## config.mk

```make
export PLATFORM = sky130hd
export DESIGN_NAME = umq_access_ctrl_flat
export DESIGN_NICKNAME = d
export VERILOG_FILES = /design/src/rtl/umq_access_ctrl_if.sv /design/src/rtl/umq_access_ctrl.sv /design/src/flat_wrapper.sv
export SDC_FILE = /design/constraint.sdc
export NUM_CORES = 1
export LEC_CHECK = 0
export ABC_CLOCK_PERIOD_IN_PS = 19800
export CAP_MARGIN = 20
export CELL_PAD_IN_SITES_DETAIL_PLACEMENT = 1
export CELL_PAD_IN_SITES_GLOBAL_PLACEMENT = 1
export CORE_AREA = 2 2 232 234
export DETAILED_ROUTE_END_ITERATION = 12
export DIE_AREA = 0 0 234 236
export GPL_TIMING_DRIVEN = 0
export HOLD_SLACK_MARGIN = 0.15
export PLACE_DENSITY = 0.64
export SLEW_MARGIN = 5
export SYNTH_ARGS = -nofsm -noshare
export SYNTH_HDL_FRONTEND = slang
export SYNTH_SLANG_ARGS = --single-unit
```

## constraint.sdc

```tcl
create_clock -name i_clk -period 19.8 [get_ports i_clk]
set_input_delay 2.97 -clock i_clk [delete_from_list [all_inputs] [get_ports i_clk]]
set_output_delay 2.97 -clock i_clk [all_outputs]
set_load 0.02 [all_outputs]
```

## src/rtl/umq_access_ctrl_if.sv

```systemverilog
// rtl/umq_access_ctrl_if.sv - network/receive/result/UMQ signal bundle for umq_access_ctrl
interface umq_access_ctrl_if #(
  parameter int PKT_W = 128
) ();
  // network side: unmatched packets to be inserted
  logic             net_valid;
  logic [PKT_W-1:0] net_message;
  logic             net_ready;
  // receive side: posted receives to be looked up
  logic             rcv_valid;
  logic [31:0]      rcv_request;
  logic             rcv_ready;
  // find result port
  logic             res_valid;
  logic             res_ready;
  logic             res_found;
  logic             res_timeout;
  logic [PKT_W-1:0] res_message;
  // UMQ command/completion
  logic             umq_find;
  logic             umq_insert;
  logic [31:0]      umq_request;
  logic [PKT_W-1:0] umq_message;
  logic             umq_found;
  logic             umq_notfound;
  logic             umq_full;
  logic [PKT_W-1:0] umq_msg;

  // controller view
  modport slave (
    input  net_valid, net_message, rcv_valid, rcv_request, res_ready,
    input  umq_found, umq_notfound, umq_full, umq_msg,
    output net_ready, rcv_ready, res_valid, res_found, res_timeout, res_message,
    output umq_find, umq_insert, umq_request, umq_message
  );

  // requesters / UMQ / result consumer view
  modport master (
    output net_valid, net_message, rcv_valid, rcv_request, res_ready,
    output umq_found, umq_notfound, umq_full, umq_msg,
    input  net_ready, rcv_ready, res_valid, res_found, res_timeout, res_message,
    input  umq_find, umq_insert, umq_request, umq_message
  );
endinterface

```

## src/rtl/umq_access_ctrl.sv

```systemverilog
// rtl/umq_access_ctrl.sv - UMQ access sequencer/arbiter; optional find watchdog via UMQ_FIND_TIMEOUT_EN
module umq_access_ctrl #(
  parameter int PKT_W        = 128,
  parameter int INS_WAIT     = 5,
  parameter int FIND_TIMEOUT = 4095
) (
  input  logic                i_clk,
  input  logic                i_rst,
  umq_access_ctrl_if.slave    io_bus
);

  // WAIT_INS lasts INS_WAIT-1 cycles: load INS_WAIT-2 and exit on zero
  localparam int                INS_CW   = $clog2(INS_WAIT);
  localparam logic [INS_CW-1:0] INS_LOAD = INS_CW'(INS_WAIT - 2);
  localparam logic [11:0]       TMO_LAST = 12'(FIND_TIMEOUT - 1);

`ifdef UMQ_FIND_TIMEOUT_EN
  localparam logic TMO_EN = 1'b1;
`else
  // without the watchdog a find waits forever and res_timeout stays 0
  localparam logic TMO_EN = 1'b0;
`endif

  typedef enum logic [2:0] {
    S_IDLE,
    S_ISSUE_INS,
    S_WAIT_INS,
    S_ISSUE_FIND,
    S_WAIT_FIND,
    S_RESP
  } state_t;

  state_t            r_state;
  logic              r_last_net;   // 1 = last grant went to network side
  logic [INS_CW-1:0] r_ins_cnt;
  logic [11:0]       r_tmo_cnt;
  logic              r_insert;
  logic              r_find;
  logic [PKT_W-1:0]  r_message;
  logic [31:0]       r_request;
  logic              r_res_valid;
  logic              r_res_found;
  logic              r_res_timeout;
  logic [PKT_W-1:0]  r_res_message;

  logic w_net_elig;
  logic w_rcv_elig;
  logic w_grant_net;
  logic w_grant_rcv;
  logic w_tmo_hit;

  // round-robin grant, only offered while idle; ties go opposite the last grant
  always_comb begin
    w_net_elig  = io_bus.net_valid & ~io_bus.umq_full;
    w_rcv_elig  = io_bus.rcv_valid;
    w_grant_net = 1'b0;
    w_grant_rcv = 1'b0;
    if (r_state == S_IDLE) begin
      w_grant_net = w_net_elig & (~w_rcv_elig | ~r_last_net);
      w_grant_rcv = w_rcv_elig & (~w_net_elig |  r_last_net);
    end
  end

  assign w_tmo_hit = TMO_EN & (r_tmo_cnt == TMO_LAST);

  // command sequencer: one UMQ command in flight, all outputs registered
  always_ff @(posedge i_clk or posedge i_rst) begin
    if (i_rst) begin
      r_state       <= S_IDLE;
      r_last_net    <= 1'b0;
      r_ins_cnt     <= '0;
      r_tmo_cnt     <= '0;
      r_insert      <= 1'b0;
      r_find        <= 1'b0;
      r_message     <= '0;
      r_request     <= '0;
      r_res_valid   <= 1'b0;
      r_res_found   <= 1'b0;
      r_res_timeout <= 1'b0;
      r_res_message <= '0;
    end else begin
      r_insert <= 1'b0;
      r_find   <= 1'b0;
      case (r_state)
        S_IDLE: begin
          if (w_grant_net) begin
            r_message  <= io_bus.net_message;
            r_insert   <= 1'b1;
            r_last_net <= 1'b1;
            r_state    <= S_ISSUE_INS;
          end else if (w_grant_rcv) begin
            r_request  <= io_bus.rcv_request;
            r_find     <= 1'b1;
            r_last_net <= 1'b0;
            r_state    <= S_ISSUE_FIND;
          end
        end
        S_ISSUE_INS: begin
          r_ins_cnt <= INS_LOAD;
          r_state   <= S_WAIT_INS;
        end
        S_WAIT_INS: begin
          // umq_full changes here are irrelevant: the insert is already committed
          if (r_ins_cnt == '0) begin
            r_state <= S_IDLE;
          end else begin
            r_ins_cnt <= r_ins_cnt - INS_CW'(1);
          end
        end
        S_ISSUE_FIND: begin
          r_tmo_cnt <= '0;
          r_state   <= S_WAIT_FIND;
        end
        S_WAIT_FIND: begin
          // found beats notfound, and any strobe beats the watchdog
          if (io_bus.umq_found) begin
            r_res_valid   <= 1'b1;
            r_res_found   <= 1'b1;
            r_res_message <= io_bus.umq_msg;
            r_state       <= S_RESP;
          end else if (io_bus.umq_notfound) begin
            r_res_valid   <= 1'b1;
            r_res_found   <= 1'b0;
            r_res_message <= '0;
            r_state       <= S_RESP;
          end else if (w_tmo_hit) begin
            r_res_valid   <= 1'b1;
            r_res_found   <= 1'b0;
            r_res_timeout <= 1'b1;
            r_res_message <= '0;
            r_state       <= S_RESP;
          end else begin
            r_tmo_cnt <= r_tmo_cnt + 12'd1;
          end
        end
        S_RESP: begin
          if (io_bus.res_ready) begin
            r_res_valid   <= 1'b0;
            r_res_found   <= 1'b0;
            r_res_timeout <= 1'b0;
            r_res_message <= '0;
            r_state       <= S_IDLE;
          end
        end
        default: r_state <= S_IDLE;
      endcase
    end
  end

  assign io_bus.net_ready   = w_grant_net;
  assign io_bus.rcv_ready   = w_grant_rcv;
  assign io_bus.umq_insert  = r_insert;
  assign io_bus.umq_find    = r_find;
  assign io_bus.umq_message = r_message;
  assign io_bus.umq_request = r_request;
  assign io_bus.res_valid   = r_res_valid;
  assign io_bus.res_found   = r_res_found;
  assign io_bus.res_timeout = r_res_timeout;
  assign io_bus.res_message = r_res_message;

endmodule

```

## src/flat_wrapper.sv

```systemverilog
// flat-port wrapper written by rule: the top's interface ports become plain ports
module umq_access_ctrl_flat 
#(
  parameter int PKT_W        = 128,
  parameter int INS_WAIT     = 5,
  parameter int FIND_TIMEOUT = 4095
)
  (i_clk, i_rst, io_bus_net_valid, io_bus_net_message, io_bus_rcv_valid, io_bus_rcv_request, io_bus_res_ready, io_bus_umq_found, io_bus_umq_notfound, io_bus_umq_full, io_bus_umq_msg, io_bus_net_ready, io_bus_rcv_ready, io_bus_res_valid, io_bus_res_found, io_bus_res_timeout, io_bus_res_message, io_bus_umq_find, io_bus_umq_insert, io_bus_umq_request, io_bus_umq_message);
  umq_access_ctrl_if #(.PKT_W(PKT_W)) io_bus_i ();
  input  logic i_clk;
  input  logic i_rst;
  input wire logic [$bits(io_bus_i.net_valid)-1:0] io_bus_net_valid;
  input wire logic [$bits(io_bus_i.net_message)-1:0] io_bus_net_message;
  input wire logic [$bits(io_bus_i.rcv_valid)-1:0] io_bus_rcv_valid;
  input wire logic [$bits(io_bus_i.rcv_request)-1:0] io_bus_rcv_request;
  input wire logic [$bits(io_bus_i.res_ready)-1:0] io_bus_res_ready;
  input wire logic [$bits(io_bus_i.umq_found)-1:0] io_bus_umq_found;
  input wire logic [$bits(io_bus_i.umq_notfound)-1:0] io_bus_umq_notfound;
  input wire logic [$bits(io_bus_i.umq_full)-1:0] io_bus_umq_full;
  input wire logic [$bits(io_bus_i.umq_msg)-1:0] io_bus_umq_msg;
  output wire logic [$bits(io_bus_i.net_ready)-1:0] io_bus_net_ready;
  output wire logic [$bits(io_bus_i.rcv_ready)-1:0] io_bus_rcv_ready;
  output wire logic [$bits(io_bus_i.res_valid)-1:0] io_bus_res_valid;
  output wire logic [$bits(io_bus_i.res_found)-1:0] io_bus_res_found;
  output wire logic [$bits(io_bus_i.res_timeout)-1:0] io_bus_res_timeout;
  output wire logic [$bits(io_bus_i.res_message)-1:0] io_bus_res_message;
  output wire logic [$bits(io_bus_i.umq_find)-1:0] io_bus_umq_find;
  output wire logic [$bits(io_bus_i.umq_insert)-1:0] io_bus_umq_insert;
  output wire logic [$bits(io_bus_i.umq_request)-1:0] io_bus_umq_request;
  output wire logic [$bits(io_bus_i.umq_message)-1:0] io_bus_umq_message;
  assign io_bus_i.net_valid = io_bus_net_valid;
  assign io_bus_i.net_message = io_bus_net_message;
  assign io_bus_i.rcv_valid = io_bus_rcv_valid;
  assign io_bus_i.rcv_request = io_bus_rcv_request;
  assign io_bus_i.res_ready = io_bus_res_ready;
  assign io_bus_i.umq_found = io_bus_umq_found;
  assign io_bus_i.umq_notfound = io_bus_umq_notfound;
  assign io_bus_i.umq_full = io_bus_umq_full;
  assign io_bus_i.umq_msg = io_bus_umq_msg;
  assign io_bus_net_ready = io_bus_i.net_ready;
  assign io_bus_rcv_ready = io_bus_i.rcv_ready;
  assign io_bus_res_valid = io_bus_i.res_valid;
  assign io_bus_res_found = io_bus_i.res_found;
  assign io_bus_res_timeout = io_bus_i.res_timeout;
  assign io_bus_res_message = io_bus_i.res_message;
  assign io_bus_umq_find = io_bus_i.umq_find;
  assign io_bus_umq_insert = io_bus_i.umq_insert;
  assign io_bus_umq_request = io_bus_i.umq_request;
  assign io_bus_umq_message = io_bus_i.umq_message;
  umq_access_ctrl #(.PKT_W(PKT_W), .INS_WAIT(INS_WAIT), .FIND_TIMEOUT(FIND_TIMEOUT)) u_core (.i_clk(i_clk), .i_rst(i_rst), .io_bus(io_bus_i));
endmodule
```

# Word-level counts from Yosys, hierarchy flattened
# Cells that the tools add are included.
# Widths: inputs -> output; s select.
# totals
ff_bits,299
input_bits,296
elab_cells,71
# op_classes
addsub,1
n_eq_ne,10
mux,29
n_bitwise,10
reduce_logical,11
# op_table
op,n
$mux 128,3
$pmux 128 s2,1
$mux 3,7
$pmux 3 s6,1
$mux 1,14
$eq 3x2->1 const B,2
$eq 3x3->1 const B,2
$logic_not 3->1,2
$ne 3x3->1 const B,2
$pmux 3 s2,1
$reduce_and 2->1,3
$reduce_and 3->1,2
$reduce_bool 2->1,3
$not 1->1,5
$ne 2x2->1 const B,2
$pmux 1 s2,2
$reduce_and 4->1,1
$and 1x1->1,3
$eq 3x1->1 const B,1
$sub 3x1->3 const B,1
$ne 2x1->1 const B,1
$or 1x1->1,2

# Logic depth before layout (Yosys ltp)
# Gate-level depths: netlist of the first run.
# depth
ltp_word,9
ltp_mapped,6
ltp_nobuf,6

# Worst setup path after synthesis of the first run
# No wires, ideal clock.
# synth_timing
path_type,input to output
startpoint,in io_bus_net_valid
endpoint,out io_bus_rcv_ready
arrival_ns,3.845
slack_ns,12.985
path_stages,4
n_path_buf,1
cell_sequence,inv_1 o311ai_2 buf_2 inv_1
# synth_via
elab_chain_len,5
# synth_lines
element,line,text
from (decl),flat_wrapper.sv:12,input wire logic [$bits(io_bus_i.net_valid)-1:0] io_bus_net_valid;
$and 1x1->1,umq_access_ctrl.sv:54,w_net_elig = io_bus.net_valid & ~io_bus.umq_full;
$not 1->1,umq_access_ctrl.sv:60,w_grant_rcv = w_rcv_elig & (~w_net_elig | r_last_net);
$or 1x1->1,umq_access_ctrl.sv:60,
$and 1x1->1,umq_access_ctrl.sv:60,
$mux 1,umq_access_ctrl.sv:58,if (r_state == S_IDLE) begin
to (decl),flat_wrapper.sv:22,output wire logic [$bits(io_bus_i.rcv_ready)-1:0] io_bus_rcv_ready;
# Every way passes these cells.

# Worst setup path after layout of the first run
# Ends and elaborated chain as after synthesis.

==> impl_metrics.py, run 1 <==
metrics = {
    "synthesis": {
        "synth_top_family_by_area": "multiplexers",
        "yosysSeqAreaShare_pct": 65.7,
        "synth_cell_types": 33,
        "synth_cells": 684,
        "synth_area_um2": 11400,
        "yosys_warnings": 0,
        "synth_fa_ha_area_share_pct": 0.220,
        "synth_xor_area_share_pct": 0,
        "yosysTopAreaCellShare_pct": 65.7,
        "synth_seq_cells": 299,
        "synth_compound_area_share_pct": 10.7,
        "synth_top_cell_by_area": "dfrtp_1",
        "synthMuxAreaShare_pct": 19.2,
        "syn-mean-instance-area_um2": 16.7,
        "synth_area_leaders": "dfrtp_1, mux2_4, a22o_1",
        "synthSimpleGateAreaFrac_pct": 1.14,
        "syn-num-nets": 982,
    },
    "global_routing": {
        "grt_max_degree": 112,
        "antenna_found_initial": 1,
        "grt.met1_usage_pct": 16.6,
        "met2_usage_pct": 26.2,
        "track_usage_pct": 14.6,
        "top_usage_layer": "met2",
        "overflow": 0,
        "grt_first_pass_wirelength_um": 61100,
        "grt_use_met3_pct": 4.27,
        "grt_pass1_vias": 9464,
    },
    "clocking": {
        "clock_latency_ns": 0.53,
        "cts_sinks": 299,
        "clockBufferDepth": 3,
        "clk_pin_slew_worst_paths_ns": 0.06,
        "root_buffer": "clkbuf_16",
        "cts_setup_buffers": 0,
        "cts_tree": "done",
        "cts_resized": 0,
        "cts_buffers": 38,
        "cts-htree-levels": 2,
        "postCtsHoldBufs": 0,
    },
    "drt": {
        "drt-pass1-iter-count": 4,
        "via_per_inst": 4.16,
        "initialDrtViolationCount": 292,
        "antenna_left": 0,
        "drt_wl_total_um": 41700,
        "drc": 0,
        "post_drt_wl_per_cell_um": 20.4,
        "num_vias": 8485,
    },
    "sta": {
        "rsz0062_at_grt": "no",
        "setup_violations": 0,
        "post-route-min-period_ns": 8.15,
        "max_freq_ghz": 0.123,
        "hold_violations": 0,
        "min_period_over_period_pct": 41.2,
        "skew_ns": 0.00762,
        "worstMarginPinSlew_ns": 0.795,
        "slew_viol_final": 0,
        "setup-tns-final_ns": 0,
        "maxSlewHeadroom_pct": 46.9,
    },
    "hold_path": {
        "hp-start": "u_core.io_bus.res_found",
        "hp-class": "reg -> reg",
    },
    "power": {
        "ir_worst_vdd_mv": 0.0754,
        "power.internal_uw": 2160,
        "switchingPower_uw": 1120,
        "p_per_area_nw_per_um2": 168,
        "p_leak_uw": 0.00840,
        "pwr-share-seq_pct": 32.2,
        "swShare_pct": 34.2,
        "power.share.clock_pct": 21.9,
        "p_comb_share_pct": 45.9,
    },
    "cells_and_area": {
        "postLayoutCellArea_um2": 19500,
        "drive_above_1_share_pct": 20.1,
        "stdcell_count": 2038,
        "finalNetCount": 1613,
        "area_delta_synth_final_pct": 71.5,
        "finalCoreUtilization_pct": 36.8,
    },
    "setup_path": {
        "start_kind": "input pin",
        "critPathArrivalTime_ns": 5.18,
        "critPathKind": "in -> out",
        "cp_data_required_time_ns": 16.83,
        "startpoint": "io_bus_net_valid",
        "crit_fanout": 10,
        "cpMaxStageDelayCell": "o311ai_2",
        "path_buf_inv": 5,
        "cp_cell_sequence": "clkdlybuf4s50_1, inv_1, o311ai_2, buf_2, inv_1, clkdlybuf4s50_1",
        "endpoint_kind": "primary output",
        "slowest_delay_ns": 0.69,
        "crit_family": "buffers and inverters",
        "r2r-start": "u_core.r_state[0]",
    },
    "placed_design": {
        "port_buffers": 589,
        "place_inst": 1971,
        "place_congestion": 0.812,
        "hpwl_um": 31800,
        "place_area_um2": 18200,
    },
    "floorplan": {
        "design.core.area_um2": 53100,
        "fp.dieW_um": 234,
        "placementRows": 85,
        "die_y_um": 236,
        "start_util_pct": 21.5,
        "io_pins": 591,
        "dieArea_um2": 55200,
    },
    "flow_run": {
        "maxCapViolations": 0,
    },
    "outcome": {
        "status": "complete, no violations",
    },
}
==> power groups by stage <==
| stage | logic [uW] | clock network [uW] | registers, uW |
|---|---|---|---|
| floorplan | 425 | 0 | 1370 |
| global placement | 1500 | 0 | 1050 |
| detailed placement | 1520 | 0 | 1060 |
| CTS | 1530 | 746 | 1060 |
| global route | 1580 | 769 | 1090 |
| finish | 1500 | 719 | 1060 |
==> worst paths after layout <==
| kind | end | slack [ns] | cells after the start |
|---|---|---|---|
| max in group asynchronous | u_core.io_bus.umq_message[90] | 15.79 | 3 |
| hold / removal | u_core.io_bus.res_found | 0.49 | 1 |
| setup / recovery | io_bus_rcv_ready | 11.65 | 6 |
| setup reg to reg | u_core.io_bus.res_message[73] | 17.70 | 4 |
| hold reg to reg | u_core.io_bus.res_found | 0.49 | 1 |
| min in group asynchronous | u_core.io_bus.res_message[56] | 2.97 | 2 |
==> layer usage <==
metal / share of wire [%] / up-vias / wire length [um]
met2: 52 / 305 / 21700
met1: 38 / 4347 / 15900
met3: 7.3 / 63 / 3040
li1: - / 3768 / -
met4: 2.5 / 2 / 1060
met5: 0.031 / - / 13
==> registers in the layout (all words and copies together) (netlist names) <==
| register | count |
|---|---|
| u_core.r_ins_cnt | 3 |
| u_core.io_bus.umq_message | 128 |
| u_core.io_bus.res_found | 1 |
| u_core.io_bus.res_message | 128 |
| u_core.r_last_net | 1 |
| u_core.io_bus.umq_request | 32 |
| u_core.io_bus.umq_insert | 1 |
| u_core.r_state | 3 |
| u_core.io_bus.umq_find | 1 |
| u_core.io_bus.res_valid | 1 |
==> cells in the final DEF, fill, tap and decap left out, types with 7 or more instances in the layout <==
cell / n
clkdlybuf4s50_1: 589
dfrtp_1: 299
a22o_1: 128
mux2_4: 100
mux2_2: 60
clkbuf_16: 41
buf_2: 32
clkbuf_8: 13
buf_6: 11
clkbuf_1: 11
inv_1: 7
==> kinds of logic after synthesis <==
family | count (synthesis)
compound gates | 141
mux | 161
flops | 299
simple gates | 23
buf+inv | 57
other cells | 1
fa+ha+maj | 2
==> cells in the mapped netlist (all sizes together) <==
master / number
o21ai: 2
and3b: 1
conb: 1
nor3: 2
mux2i: 1
a22o: 128
clkbuf: 5
nor2: 5
nand3: 1
and3: 2
o41ai: 1
nor2b: 2
a21oi: 2
buf: 44
nand2b: 1
a21o: 2
dfrtp: 299
ha: 2
a22oi: 1
nand2: 5
or3: 1
or4bb: 1
inv: 8
nor3b: 2
o21a: 1
mux2: 160
o22a: 2
o311ai: 2
==> layout make-up <==
cell class	count	area, um^2
Multi-Input combinational cell	328	3570
Buffer	49	310
Tap cell	696	871
Inverter	8	37.5
Sequential cell	299	7480
Clock buffer	60	1230
Antenna cell	1	2.50
Clock inverter	6	83.8
Timing Repair Buffer	591	5950
Fill cell	5520	33500
==> metrics by stage <==
stage / hold slack (ns) / total power, uW / worst slack [ns]
global route: 0.520 / 3440 / 11.45
floorplan: 0.486 / 1800 / 8.57
global placement: 0.461 / 2550 / 4.32
detailed placement: 0.471 / 2580 / 11.59
CTS: 0.488 / 3330 / 11.58
finish: 0.487 / 3280 / 11.65
No activity file was read; power rests on OpenSTA's default activity.
==> run 2: changes to the inputs <==
Settings changed: ABC_CLOCK_PERIOD_IN_PS 19800 to 6850, CORE_AREA 2 2 232 234 to 2 2 231 233, DIE_AREA 0 0 234 236 to 0 0 233 235, PLACE_DENSITY 0.64 to 0.66.
Clock period 19.8 ns to 6.85 ns, I/O delays scaled along.
==> run 2 against run 1 <==
Critical path depth did not move. Via count increased by 0.82%. Sequential power grew to 2.9 times the previous value. Final cell count unchanged. Combinational power rose to 2.9 times the previous value. Worst setup slack worse by 9.0 ns. Utilization increased by 0.72 points. Design area up 0.36%. Worst hold slack worse by 0.0081 ns. Sequential share of layout area fell by 0.14 points.
==> impl_metrics.py, run 2 (synthesis results as in run 1) <==
metrics = {
    "sta": {
        "rsz0062_at_grt": "no",
        "skew_ns": 0.0188,
        "setup_violations": 0,
        "slew_viol_final": 0,
        "maxSlewHeadroom_pct": 48.9,
        "setup_slack_ns": 2.62,
        "post-route-min-period_ns": 4.23,
        "setup-tns-final_ns": 0,
        "hold_violations": 0,
        "min_period_over_period_pct": 61.7,
        "max_freq_ghz": 0.236,
        "worstMarginPinSlew_ns": 0.765,
    },
    "setup_path": {
        "r2r_end": "u_core.io_bus.res_message[11]",
        "rr_worst_depth": 4,
        "critPathArrivalTime_ns": 3.20,
        "endpoint_kind": "primary output",
        "rrSetupSlack_ns": 4.74,
        "start_kind": "input pin",
        "crit_fanout": 10,
        "cp_data_required_time_ns": 5.82,
        "r2r-start": "u_core.r_state[0]",
        "critPathKind": "in -> out",
    },
    "clocking": {
        "clk_pin_slew_worst_paths_ns": 0.06,
        "postCtsHoldBufs": 0,
        "cts_buffers": 38,
        "clockBufferDepth": 3,
        "cts-htree-levels": 2,
        "root_buffer": "clkbuf_16",
        "clock_latency_ns": 0.53,
        "cts_tree": "done",
        "cts_resized": 0,
        "cts_setup_buffers": 0,
        "cts_sinks": 299,
    },
    "global_routing": {
        "antenna_found_initial": 1,
        "grt_max_degree": 39,
        "grt_pass1_vias": 9540,
        "track_usage_pct": 15.1,
        "grt_first_pass_wirelength_um": 63100,
        "overflow": 0,
    },
    "placed_design": {
        "hpwl_um": 32700,
        "place_congestion": 0.816,
        "port_buffers": 589,
        "post-place-ws_ns": 2.53,
        "place_inst": 1970,
    },
    "floorplan": {
        "design.core.area_um2": 52200,
        "start_util_pct": 21.8,
        "fp.dieW_um": 233,
        "dieArea_um2": 54800,
        "io_pins": 591,
        "die_y_um": 235,
        "placementRows": 84,
    },
    "drt": {
        "num_vias": 8555,
        "initialDrtViolationCount": 273,
        "drt_wl_total_um": 42500,
        "drt-pass1-iter-count": 4,
        "antenna_left": 0,
        "drc": 0,
        "via_per_inst": 4.20,
        "post_drt_wl_per_cell_um": 20.8,
    },
    "hold_path": {
        "hold-path-endpoint": "u_core.io_bus.res_found",
        "hp-start": "u_core.io_bus.res_found",
        "hp-class": "reg -> reg",
        "min_delay_path_depth": 1,
    },
    "cells_and_area": {
        "area_delta_synth_final_pct": 72.1,
        "drive_above_1_share_pct": 20.4,
        "layout_commonest_cell": "clkdlybuf4s50_1",
        "stdcell_count": 2038,
        "finalNetCount": 1620,
        "final_cell_mix": "clkdlybuf4s50_1, dfrtp_1, a22o_1",
        "n_fill_cell": 5456,
    },
    "power": {
        "p_leak_uw": 0.00843,
        "ir_worst_vdd_mv": 0.181,
        "p_per_area_nw_per_um2": 481,
    },
    "flow_run": {
        "maxCapViolations": 0,
    },
    "outcome": {
        "status": "complete, no violations",
    },
}
## run 2: changes by cell type in the layout (fill, tap and decap cells not counted), sizes merged
cell / previous run / this run
buf: 46 / 53
bufinv: 2 / 1
clkbuf: 65 / 64
clkinv: 4 / 5
clkinvlp: 0 / 1
diode: 1 / 2
## run 2: worst max path at each step
stage / start / slack [ns] / to
detailed placement: io_bus_net_valid / 2.53 / io_bus_rcv_ready
global route: io_bus_net_valid / 2.45 / io_bus_rcv_ready
finish: io_bus_net_valid / 2.62 / io_bus_rcv_ready
floorplan: i_rst / 1.85 / u_core.io_bus.res_found
CTS: io_bus_net_valid / 2.53 / io_bus_rcv_ready
global placement: i_rst / -0.55 / u_core.io_bus.umq_request[6]
## run 2: through the flow
stage | util [%] | area [um^2] | total power (uW) | hold WS, ns
floorplan | - | 11400 | 5200 | 0.486
global placement | 34.7 | 18200 | 7380 | 0.462
detailed placement | 35.1 | 18300 | 7470 | 0.470
CTS | 37.5 | 19600 | 9580 | 0.485
global route | 37.5 | 19600 | 9900 | 0.498
finish | 37.5 | 19600 | 9440 | 0.479
## run 2: cell type report
type	instances	area, um^2	share of cell area (%)
clock buffers	59	1200	6.14
diodes	2	5.00	0.0255
repair buffers	598	6080	31.0
clock inverters	7	63.8	0.326
well taps	688	861	4.39
plain buffers	49	310	1.58
multi-input cells	328	3570	18.2
inverters	8	33.8	0.172
flip-flops and latches	299	7480	38.2
## run 2: routing by layer
metal	routed length, um	up-vias	part of all wire [%]	global-route usage [%]
met5	0	-	0	0
met4	1050	0	2.5	4.67
met3	2710	59	6.4	4.02
met2	21800	303	51	26.8
met1	16900	4404	40	17.7
li1	-	3789	-	-
## run 2: power breakdown
part,switching (uW),internal [uW]
Clock,772,1240
Combinational,1990,2370
Sequential,485,2580
Total,3250,6190
## run 2: critical path, cell delays in order
cell and delay (ns):
clkdlybuf4s50_1 0.48, inv_1 0.05, o311ai_2 0.67, buf_2 0.37, inv_1 0.06, clkdlybuf4s50_1 0.53
